## src/rtl/vndecorrelator_pkg.sv

```systemverilog
// Shared constants for the multi-channel von Neumann decorrelator.
package vndecorrelator_pkg;

  localparam logic [1:0] MODE_VN     = 2'b00;
  localparam logic [1:0] MODE_BYPASS = 2'b01;
  localparam logic [1:0] MODE_XOR    = 2'b10;
  localparam logic [1:0] MODE_RSVD   = 2'b11;  // treated as von Neumann

  typedef enum logic {
    CTRL_IDLE = 1'b0,
    CTRL_BITS = 1'b1
  } ctrl_state_t;

endpackage

```

## src/rtl/vn_pair_ch.sv

```systemverilog
// One input channel: collects bit pairs and decides what (if anything) to emit.
module vn_pair_ch
  import vndecorrelator_pkg::*;
(
  input  logic       clk,
  input  logic       reset,
  input  logic       data_in,
  input  logic       syn_in,
  input  logic [1:0] mode,
  input  logic       clear,
  output logic       emit,
  output logic       emit_bit,
  output logic       discard
);

  ctrl_state_t state, state_next;
  logic        a_bit;

  // Pair-state register; clear from the top is folded into state_next.
  always_ff @(posedge clk) begin
    if (reset) state <= CTRL_IDLE;
    else       state <= state_next;
  end

  // First bit of a pair is captured when leaving IDLE in a pairing mode.
  always_ff @(posedge clk) begin
    if (state == CTRL_IDLE && syn_in && !clear && mode != MODE_BYPASS)
      a_bit <= data_in;
  end

  // Next-state and emit decision for the current strobe.
  always_comb begin
    state_next = state;
    emit       = 1'b0;
    emit_bit   = 1'b0;
    discard    = 1'b0;
    if (clear) begin
      state_next = CTRL_IDLE;
    end else if (syn_in) begin
      if (mode == MODE_BYPASS) begin
        emit       = 1'b1;
        emit_bit   = data_in;
        state_next = CTRL_IDLE;
      end else if (state == CTRL_IDLE) begin
        state_next = CTRL_BITS;
      end else begin
        state_next = CTRL_IDLE;
        if (mode == MODE_XOR) begin
          emit     = 1'b1;
          emit_bit = a_bit ^ data_in;
        end else if (a_bit != data_in) begin
          emit     = 1'b1;
          emit_bit = data_in;
        end else begin
          discard  = 1'b1;
        end
      end
    end
  end

endmodule

```

## src/rtl/vndecorrelator_pack.sv

```systemverilog
// Multi-channel decorrelator: per-channel pairing, word packer, output register, statistics.
module vndecorrelator_pack
  import vndecorrelator_pkg::*;
#(
  parameter int NUM_CH = 2,
  parameter int WORD_W = 8,
  parameter int CNT_W  = 32
) (
  input  logic              clk,
  input  logic              reset,
  input  logic [NUM_CH-1:0] data_in,
  input  logic [NUM_CH-1:0] syn_in,
  input  logic [1:0]        mode,
  output logic [WORD_W-1:0] out_data,
  output logic              out_valid,
  input  logic              out_ready,
  output logic [CNT_W-1:0]  discard_cnt,
  output logic [CNT_W-1:0]  overflow_cnt
);

  localparam int AW = WORD_W + NUM_CH;
  localparam int FW = $clog2(AW + 1);

  function automatic logic [CNT_W-1:0] sat_add(input logic [CNT_W-1:0] a,
                                               input logic [CNT_W-1:0] b);
    logic [CNT_W:0] s;
    s = {1'b0, a} + {1'b0, b};
    return s[CNT_W] ? '1 : s[CNT_W-1:0];
  endfunction

  logic [1:0]        mode_reg;
  logic              mode_change;
  logic [NUM_CH-1:0] emit, emit_bit, discard;
  logic [WORD_W-1:0] acc, acc_next, word;
  logic [FW-1:0]     fill, fill_next, pos;
  logic [AW-1:0]     combined;
  logic              word_done;
  logic [CNT_W-1:0]  d_cnt;
  logic [WORD_W-1:0] word_p1;
  logic              vld_p1;

  assign mode_change = (mode != mode_reg);

  for (genvar i = 0; i < NUM_CH; i++) begin : gen_ch
    vn_pair_ch u_ch (
      .clk      (clk),
      .reset    (reset),
      .data_in  (data_in[i]),
      .syn_in   (syn_in[i]),
      .mode     (mode_reg),
      .clear    (mode_change),
      .emit     (emit[i]),
      .emit_bit (emit_bit[i]),
      .discard  (discard[i])
    );
  end

  // Packer: append emitted bits above the current fill, split off a full word.
  always_comb begin
    combined = AW'(acc);
    pos      = fill;
    d_cnt    = '0;
    for (int i = 0; i < NUM_CH; i++) begin
      if (emit[i]) begin
        combined = combined | (AW'(emit_bit[i]) << pos);
        pos      = pos + FW'(1);
      end
      d_cnt = d_cnt + CNT_W'(discard[i]);
    end
    word_done = (pos >= FW'(WORD_W));
    word      = combined[WORD_W-1:0];
    if (word_done) begin
      acc_next  = WORD_W'(combined >> WORD_W);
      fill_next = pos - FW'(WORD_W);
    end else begin
      acc_next  = combined[WORD_W-1:0];
      fill_next = pos;
    end
  end

  // Stage p0 -> p1: mode register, accumulator, completed-word register.
  always_ff @(posedge clk) begin
    if (reset) begin
      mode_reg <= MODE_VN;
      acc      <= '0;
      fill     <= '0;
      vld_p1   <= 1'b0;
    end else begin
      mode_reg <= mode;
      acc      <= acc_next;
      fill     <= fill_next;
      vld_p1   <= word_done;
    end
    word_p1 <= word;
  end

  // Stage p1 -> output: single-entry output register with overflow accounting.
  always_ff @(posedge clk) begin
    if (reset) begin
      out_valid    <= 1'b0;
      out_data     <= '0;
      overflow_cnt <= '0;
    end else if (vld_p1) begin
      if (!out_valid || out_ready) begin
        out_data  <= word_p1;
        out_valid <= 1'b1;
      end else begin
        overflow_cnt <= sat_add(overflow_cnt, CNT_W'(1));
      end
    end else if (out_valid && out_ready) begin
      out_valid <= 1'b0;
    end
  end

  // Saturating count of discarded von Neumann pairs.
  always_ff @(posedge clk) begin
    if (reset) discard_cnt <= '0;
    else       discard_cnt <= sat_add(discard_cnt, d_cnt);
  end

endmodule
```

## config.mk

```make
export PLATFORM = sky130hd
export DESIGN_NAME = vndecorrelator_pack
export DESIGN_NICKNAME = d
export VERILOG_FILES = /design/src/rtl/vndecorrelator_pkg.sv /design/src/rtl/vn_pair_ch.sv /design/src/rtl/vndecorrelator_pack.sv
export SDC_FILE = /design/constraint.sdc
export NUM_CORES = 1
export LEC_CHECK = 0
export CORE_MARGIN = 4
export CORE_UTILIZATION = 48
export CTS_CLUSTER_DIAMETER = 150
export CTS_CLUSTER_SIZE = 25
export DETAILED_ROUTE_END_ITERATION = 10
export GPL_ROUTABILITY_DRIVEN = 1
export PLACE_DENSITY = 0.76
export SLEW_MARGIN = 20
export SYNTH_ARGS = -nofsm -noshare
export SYNTH_HDL_FRONTEND = slang
export SYNTH_SLANG_ARGS = --single-unit
```

## constraint.sdc

```tcl
create_clock -name clk -period 3.1 [get_ports clk]
set_input_delay 0.62 -clock clk [delete_from_list [all_inputs] [get_ports clk]]
set_output_delay 0.62 -clock clk [all_outputs]
set_load 0.01 [all_outputs]
```

==> results.toml, run 1 <==
[status]
status = "complete, no violations"

[global_route]
grt_pass1_wl_mm = 18.2
gr-total-overflow = 0
grt_max_degree = 81
grt_pass1_vias = 3812
track_usage_pct = 19.2
antenna_found_initial = 0

[worst_setup_path]
crit_path_end_kind = "flip-flop"
crit_path_start = "data_in[0]"
critPathKind = "input port to flip-flop"
required_ps = 3390
path_depth = 12
start_kind = "input port"
cp_max_fo = 9
crit_family = "adder cells"
worstReg2RegEnd = "discard_cnt[31]"
r2r_slack_ps = 370
cp.arrival_ps = 3280
rr_startpoint = "mode_reg[1]"
r2r_cells = 12
critical_path.max_stage_delay_ps = 480
worstPathBufferInverterCount = 3
critPathSlowestCell = "clkdlybuf4s50_1"
path_cells = "clkdlybuf4s50_1 -> ha_4 -> nand4_1 -> fa_2 -> inv_1 -> ha_2 -> nand3_2 -> nor2_2 -> nand2_1 -> or3_4 -> buf_4 -> a31oi_2"

[timing]
slew_headroom_pct = 43.1
min_period_ps = 3000
drv_slew = 0
fmax_mhz = 334
post-route-period-util_pct = 96.6
setup_viol = 0
holdWs_ps = 448
hold_viol_final = 0
fin_skew_ps = 16.4
worstMarginPinSlew_ps = 854

[synthesis]
ys_ff_latch = 100
netlist_top_cells_area = "dfxtp_1 42%, a21oi_1 6.8%, xor2_1 5.6%"
syn-instance-count = 530
post-synth-top-area-cell = "dfxtp_1"
synth_edf_count = 2
synth_top_flop_cell = "dfxtp_1"
synthesis.nets = 545
synth_area_um2 = 4720
yosys.cell_types.count = 63
yosys_warnings = 0
synth_area_per_cell_um2 = 8.91
async_reset_ff_share_pct = 0
synth_top_cell_area_share_pct = 41.5
seq_area_frac_synth_pct = 42.8

[finish]
finalInstanceArea_um2 = 6140
reg.largest.list = "discard_cnt x32, overflow_cnt x32"
final_common_cell = "dfxtp_1"
synthToLayoutAreaGrowth_pct = 30.1
drive_gt1_share_pct = 13.7
nets = 651
final_cell_mix = "98 x dfxtp_1, 78 x clkdlybuf4s50_1, 63 x a21oi_1, 41 x nand2_1, 40 x nor2_1"
ff_latch_area_um2 = 2020
nFillCells = 785
multi_input_area_um2 = 2570
antenna_cells = 0

[floorplanning]
design.die.area_um2 = 11500
start_util_pct = 50.2
die_h_um = 107
die_w_um = 107
core_um2 = 9420
fp-row-count = 35
ioPinCount = 82

[route]
drt_iter0_drc = 165
routedWlPerCell_um = 14.2
route.detailed.drc = 0
viasPerCell = 5.35
first_pass_iters = 4
ant_nets = 0
wl_mm = 10.9
vias = 4116

[clock_tree]
cts_tree = "built"
cts_buffers = 9
hold_buffers = 0
cts_max_level = 3
clkTransAtPathRegs_ps = 100
cts_sinks = 100
clockBufferDepth = 2
clkLatencyLatePin_ps = 370
cts_root_buf = "clkbuf_8"

[power_and_ir_drop]
p_int_uw = 1820
ir_drop_uv = 277
cellPowerDensity_nw_per_um2 = 389
power_frac_seq_pct = 54.6
p_leak_uw = 0.00222
switching_share_pct = 23.8
p_sw_uw = 568
combPwrFrac_pct = 5.5
clkPwrFrac_pct = 39.9

[hold_path]
hp-start = "acc[5]"
min_path_type = "flip-flop to flip-flop"
hold_path_depth = 1
hold_path_end = "word_p1[5]"

[placed_design]
io_buffer_count = 81
hpwl_mm = 7.81
dpl-instance-area_um2 = 5840
gp_congestion = 0.836

[run]
max-cap-violations = 0
## worst max path at each step
| stage | slack [ps] | endpoint |
|---|---|---|
| after floorplan | 50 | discard_cnt[31] |
| after global placement | -320 | discard_cnt[0] |
| after detailed placement | -420 | discard_cnt[17] |
| after CTS | 2 | discard_cnt[0] |
| after global routing | -20 | discard_cnt[31] |
| final | 100 | discard_cnt[31] |
## cell usage after synthesis (3+ instances only)
library cell / count
dfxtp_1: 98
a21oi_1: 64
nand2_1: 42
nor2_1: 42
xor2_1: 30
xnor2_1: 28
inv_1: 23
nand3_1: 20
nand4_1: 20
nor3_1: 17
clkbuf_1: 14
and3_1: 12
mux2i_1: 12
nor2b_1: 12
o21ai_0: 6
a31oi_1: 5
and2_1: 5
ha_1: 5
o21ai_1: 5
buf_2: 4
nor3b_1: 4
or3_1: 4
and3b_1: 3
and4_1: 3
buf_6: 3
## cells by family (layout without fill, tap and decap cells)
kind of cell             Yosys count  after routing  synth area share (%)
AND/OR/NAND/NOR                  203            203                  23.1
AO/OA/AOI/OAI                    101            101                  13.1
flip-flops                       100            100                  42.8
XOR/XNOR                          60             60                  11.4
buffers and inverters             44            155                  4.08
multiplexers                      15             15                  3.63
adder cells (fa/ha/maj)            6              6                  1.75
other                              1              1                0.0794
## power groups by stage
| stage | sequential [uW] | combinational [uW] | clock, uW |
|---|---|---|---|
| 6_report | 1300 | 131 | 952 |
| 5_1_grt | 1310 | 143 | 1030 |
| 4_1_cts | 1300 | 127 | 968 |
| 3_5_place_dp | 1330 | 127 | 0 |
| 3_3_place_gp | 1330 | 124 | 0 |
| 2_1_floorplan | 1330 | 84.1 | 0 |
## final cells by class
cell class,instances,share of cell area [%]
Tap cell,129,2.63
Clock inverter,7,1.69
Clock buffer,9,2.02
Inverter,23,1.41
Sequential cell,100,32.9
Multi-Input combinational cell,386,41.8
Timing Repair Buffer,116,17.5
## metal layers
metal | up-vias | wire length (um) | part of all wire, % | global-route usage (%)
met2 | 90 | 5300 | 48 | 32.8
met1 | 1968 | 5060 | 46 | 25.1
li1 | 2052 | - | - | -
met4 | 0 | 76 | 0.69 | 3.65
met3 | 6 | 512 | 4.7 | 4.15
met5 | - | 0 | 0 | 0
## timing repair
action                     4_1_cts  5_1_grt
buffers inserted                 0        1
setup endpoints to repair        8       31
gates resized for setup          0       15
pin swaps                        1        5
## worst reg2reg max path, stage by stage (launching register included)
cell     delay, ps
dfxtp_1        380
buf_4          220
xnor2_1        160
nand4_1        170
fa_2           440
inv_1           70
ha_2           180
nand3_2        100
nor2_2         150
nand2_1         90
or3_4          360
buf_4          180
a31oi_2        160
## metrics by stage
step	TNS (ps)	setup WS (ps)	power [uW]	utilization (%)	instances
floorplan	0	46.1	1410	-	530
global placement	-9270	-321	1460	62.0	753
detailed placement	-11850	-418	1460	62.0	753
CTS	0	1.85	2400	64.5	769
global route	-45.2	-22.7	2480	65.2	770
finish	0	104	2390	65.2	770
(Power assumes the default switching activity.)
==> run 2, diff against run 1 <==
--- a/config.mk
+++ b/config.mk
@@ -5,7 +5,7 @@
 export SDC_FILE = /design/constraint.sdc
 export NUM_CORES = 1
 export LEC_CHECK = 0
-export CORE_MARGIN = 4
+export CORE_MARGIN = 2
 export CORE_UTILIZATION = 48
 export CTS_CLUSTER_DIAMETER = 150
 export CTS_CLUSTER_SIZE = 25
==> run 2 against run 1 <==
- routed wire length fell by 3.0%
- non-clock buffer count rose by 2
- maximum frequency rose by 1.8%
- via count fell by 0.78%
- total power fell by 7.8%
- global-route usage rose by 1.2 points
- sequential share of layout area rose by 0.31 points
- critical path depth did not move
- final cell count rose by 0.78%
- critical path type unchanged
- largest cell class unchanged
- largest power group unchanged
- highest routed layer unchanged
==> results.toml, run 2 (synthesis gave the netlist of run 1 again) <==
[timing]
worstMarginPinSlew_ps = 863
min_period_ps = 2940
slew_headroom_pct = 42.5
post-route-period-util_pct = 94.9
setup_tns_ps = 0
fin_skew_ps = 13.7
setup_viol = 0
hold_viol_final = 0
fmax_mhz = 340
drv_slew = 0
rsz0062_at_grt = "false"

[power_and_ir_drop]
clkPwrFrac_pct = 34.6
cellPowerDensity_nw_per_um2 = 362
combPwrFrac_pct = 6.1
switching_share_pct = 24.6
p_sw_uw = 541
p_leak_uw = 0.00221
ir_drop_uv = 254
power_frac_seq_pct = 59.3
p_int_uw = 1660

[worst_setup_path]
worstPathBufferInverterCount = 3
cp_max_fo = 9
crit_path_end_kind = "flip-flop"
path_cells = "clkdlybuf4s50_1 -> ha_1 -> nand4_1 -> fa_2 -> inv_1 -> ha_1 -> nand3_1 -> nor2_2 -> nand2_1 -> or3_4 -> buf_4 -> a31oi_1"
critical_path.max_stage_delay_ps = 450
start_kind = "input port"
critPathKind = "input port to flip-flop"
required_ps = 3390
cp.arrival_ps = 3240
critPathSlowestCell = "clkdlybuf4s50_1"
crit_top_cell = "ha_1"
crit_family = "adder cells"

[route]
drt_iter0_drc = 130
route.detailed.drc = 0
viasPerCell = 5.26
vias = 4084
routedWlPerCell_um = 13.7
wl_mm = 10.6
ant_nets = 0
first_pass_iters = 4

[floorplanning]
fp-row-count = 36
ioPinCount = 82
start_util_pct = 49.0
core_um2 = 9640
die_h_um = 103
die_w_um = 103
design.die.area_um2 = 10600

[placed_design]
io_buffer_count = 81
gp_congestion = 0.861
hpwl_mm = 7.71

[finish]
reg.largest.list = "discard_cnt x32, overflow_cnt x32"
final_cell_mix = "98 x dfxtp_1, 78 x clkdlybuf4s50_1, 59 x a21oi_1, 42 x nand2_1, 40 x nor2_1"
nets = 653
utilization_pct = 63.1
final_common_cell = "dfxtp_1"
antenna_cells = 0
synthToLayoutAreaGrowth_pct = 28.9
drive_gt1_share_pct = 13.2

[clock_tree]
clkTransAtPathRegs_ps = 100
cts_max_level = 3
clockBufferDepth = 2
cts_tree = "built"
cts_sinks = 100
hold_buffers = 0
cts_root_buf = "clkbuf_8"
cts_buffers = 9
clkLatencyLatePin_ps = 360

[run]
max-cap-violations = 0

[global_route]
grt_max_degree = 81
antenna_found_initial = 0
grt_pass1_vias = 3784
track_usage_pct = 20.4
gr-total-overflow = 0
grt_pass1_wl_mm = 17.4

[status]
status = "complete, no violations"

[hold_path]
min_path_type = "flip-flop to flip-flop"
## run 2: changes by cell type in the layout (fill, tap and decap cells not counted), moves of 2 or more
cell and change:
buf_4 +2, clkinv_4 +2, bufinv_16 -2, a21oi_2 +4, clkbuf_1 +2, a21oi_1 -4, ha_1 +2, clkinvlp_4 -2
## run 2: worst paths after layout
path                     from              end  slack, ps  depth (start not counted)
hold reg to reg        acc[5]       word_p1[5]        460                          1
hold / removal         acc[5]       word_p1[5]        460                          1
setup reg to reg  mode_reg[0]  discard_cnt[31]        420                         12
setup / recovery   data_in[1]  discard_cnt[31]        160                         12
## run 2: final cells by class
class | instances | area, um^2
well taps | 133 | 166
multi-input cells | 386 | 2540
clock inverters | 5 | 43.8
inverters | 23 | 86.3
flip-flops and latches | 100 | 2020
repair buffers | 118 | 1090
fillers | 829 | 3550
clock buffers | 11 | 131
## run 2: through the flow
stage	area (um^2)	hold slack, ps	cells	power, uW	setup slack, ps
3_3_place_gp	5850	427	757	1460	-299
6_report	6090	456	776	2200	158
2_1_floorplan	4720	403	530	1410	46.1
3_5_place_dp	5850	438	757	1460	-389
5_1_grt	6090	496	776	2280	67.4
4_1_cts	6020	463	773	2220	32.6
## run 2: layer usage
metal	part of all wire, %	global-route usage, %	vias to the layer above	routed length, um
met5	0	0	-	0
met2	50	36.2	107	5310
met1	45	25.5	1908	4790
met3	4.2	4.17	8	444
li1	-	-	2061	-
met4	0.71	5.16	0	75
## run 2: what timing repair did
| item | CTS | global route |
|---|---|---|
| pin swaps | 1 | 6 |
| endpoints found under the hold margin | 0 | 0 |
| setup buffers | 0 | 3 |
| endpoints found under the setup margin | 15 | 31 |
| gates resized for setup | 1 | 11 |
## run 2: power by group through the flow
stage	Sequential (uW)	Clock [uW]	Combinational (uW)
global route	1310	831	147
finish	1300	762	134
global placement	1330	0	124
CTS	1300	787	128
detailed placement	1330	0	127
floorplan	1330	0	84.1
==> run 3, diff against run 2 <==
--- a/config.mk
+++ b/config.mk
@@ -5,13 +5,16 @@
 export SDC_FILE = /design/constraint.sdc
 export NUM_CORES = 1
 export LEC_CHECK = 0
+export CELL_PAD_IN_SITES_DETAIL_PLACEMENT = 0
+export CELL_PAD_IN_SITES_GLOBAL_PLACEMENT = 2
 export CORE_MARGIN = 2
-export CORE_UTILIZATION = 48
+export CORE_UTILIZATION = 34
 export CTS_CLUSTER_DIAMETER = 150
 export CTS_CLUSTER_SIZE = 25
 export DETAILED_ROUTE_END_ITERATION = 10
 export GPL_ROUTABILITY_DRIVEN = 1
-export PLACE_DENSITY = 0.76
+export MAX_ROUTING_LAYER = met4
+export PLACE_DENSITY = 0.84
 export SLEW_MARGIN = 20
 export SYNTH_ARGS = -nofsm -noshare
 export SYNTH_HDL_FRONTEND = slang
==> constraint.sdc (replaced) <==
create_clock -name clk -period 3.4 [get_ports clk]
set_input_delay 0.68 -clock clk [delete_from_list [all_inputs] [get_ports clk]]
set_output_delay 0.68 -clock clk [all_outputs]
set_load 0.01 [all_outputs]
==> run 3 against run 2 <==
- global-route usage decreased by 4.8 points
- clock skew decreased by 6.4 ps
- setup slack improved by 80 ps
- highest routed layer unchanged
==> results.toml, run 3 (synthesis gave the netlist of run 1 again) <==
[timing]
setup_tns_ps = 0
drv_slew = 0
rsz0062_at_grt = "false"
min_period_ps = 3160
setup_viol = 0
post-route-period-util_pct = 93.0
fmax_mhz = 316
setup_ws_ps = 238
slew_headroom_pct = 50.0
worstMarginPinSlew_ps = 750
fin_skew_ps = 7.33
hold_viol_final = 0

[worst_setup_path]
critPathKind = "input port to flip-flop"
crit_top_cell = "nand2_1"
worstPathBufferInverterCount = 3
critPathSlowestCell = "clkdlybuf4s50_1"
crit_family = "simple AND/OR/NAND/NOR gates"
r2r_slack_ps = 690
required_ps = 3670
cp.arrival_ps = 3430
critical_path.max_stage_delay_ps = 460
path_cells = "clkdlybuf4s50_1 -> xnor2_2 -> nand2_1 -> nor2_1 -> nand4_1 -> fa_1 -> inv_1 -> ha_1 -> nand3_1 -> nor2_2 -> nand2_1 -> or3_1 -> buf_4 -> a21oi_1"
start_kind = "input port"
crit_path_end_kind = "flip-flop"
cp_max_fo = 21

[hold_path]
min_path_type = "flip-flop to flip-flop"

[finish]
antenna_cells = 0
nFillCells = 1365
synthToLayoutAreaGrowth_pct = 29.6
reg.largest.list = "discard_cnt x32, overflow_cnt x32"
finalInstanceArea_um2 = 6120
nets = 639
final_cell_mix = "98 x dfxtp_1, 80 x clkdlybuf4s50_1, 64 x a21oi_1, 42 x nand2_1, 40 x nor2_1"
final_common_cell = "dfxtp_1"
drive_gt1_share_pct = 10.3

[floorplanning]
die_w_um = 122
fp-row-count = 43
design.die.area_um2 = 14800
start_util_pct = 34.4
die_h_um = 122
ioPinCount = 82
core_um2 = 13700

[clock_tree]
cts_root_buf = "clkbuf_16"
cts_tree = "built"
postCtsSetupBuffers = 0
clkTransAtPathRegs_ps = 70
cts_max_level = 3
clkLatencyLatePin_ps = 350
cts_buffers = 9
cts_sinks = 100
clockBufferDepth = 2

[status]
status = "complete, no violations"

[route]
vias = 4005
first_pass_iters = 4
ant_nets = 0
wl_mm = 10.9
viasPerCell = 4.95
route.detailed.drc = 0
routedWlPerCell_um = 13.5
drt_iter0_drc = 210

[power_and_ir_drop]
cellPowerDensity_nw_per_um2 = 377
ir_drop_uv = 179
p_leak_uw = 0.00217

[global_route]
grt_pass1_wl_mm = 18.0
grt_max_degree = 47
antenna_found_initial = 0
grt_pass1_vias = 3759
track_usage_pct = 15.7
gr-total-overflow = 0

[run]
max-cap-violations = 0

[placed_design]
dp_slack_ps = -169
dpl-instance-area_um2 = 5820
hpwl_mm = 7.94
gp_congestion = 0.783
io_buffer_count = 81
==> run 3: cell types whose count changed in the layout (fill, tap and decap cells not counted), sizes merged <==
cell | previous run | this run
dlymetal6s2s | 2 | 0
clkinvlp | 0 | 1
inv | 26 | 24
clkbuf | 11 | 12
clkdlybuf4s50 | 78 | 80
buf | 38 | 24
==> run 3: area by class of cell <==
| class | instances | area (um^2) | share of cell area, % |
|---|---|---|---|
| clock inverter | 4 | 30.0 | 0.491 |
| timing repair buffer | 104 | 978 | 16.0 |
| clock buffer | 12 | 267 | 4.35 |
| tap | 180 | 225 | 3.68 |
| sequential | 100 | 2020 | 33.0 |
| inverter | 23 | 86.3 | 1.41 |
| multi-input combinational | 386 | 2510 | 41.0 |
==> run 3: worst register-to-register path, cell delays in order, from the launching register on <==
cell and delay, ps:
dfxtp_1 370, buf_4 220, xnor2_1 160, nand4_1 160
fa_1 460, inv_1 80, ha_1 150, nand3_1 110
nor2_2 120, nand2_1 80, or3_1 350, buf_4 230
a21oi_1 160
==> run 3: worst paths after layout <==
kind,start,to,depth (start not counted)
setup / recovery,mode[0],discard_cnt[24],14
hold / removal,acc[5],word_p1[5],1
setup reg to reg,mode_reg[1],discard_cnt[24],12
hold reg to reg,acc[5],word_p1[5],1
==> run 3: per-stage QoR <==
stage / util, % / hold WS [ps] / power [uW] / std cells
after floorplan: - / 403 / 1290 / 530
after global placement: 42.4 / 418 / 1330 / 793
after detailed placement: 42.4 / 421 / 1330 / 793
after CTS: 44.6 / 438 / 2350 / 809
after global routing: 44.6 / 475 / 2410 / 809
final: 44.6 / 433 / 2310 / 809
==> run 3: power by group <==
part,leakage (uW),switching [uW],internal (uW)
clock,0.000145,451,559
combinational,0.00122,63.9,46.7
sequential,0.000809,8.06,1180
==> run 3: routing by layer <==
metal | share of wire, % | global-route usage, % | vias to the layer above | wire, um
met5 | 0 | - | - | 0
met4 | 1.2 | 5.82 | 0 | 136
met3 | 4.3 | 2.95 | 10 | 465
met2 | 47 | 25.4 | 86 | 5170
met1 | 47 | 19.4 | 1876 | 5170
li1 | - | - | 2033 | -
==> run 3: what timing repair did <==
action | 4_1_cts | 5_1_grt
setup endpoints to repair | 0 | 10
resized for setup | 0 | 2
hold buffers | 0 | 0
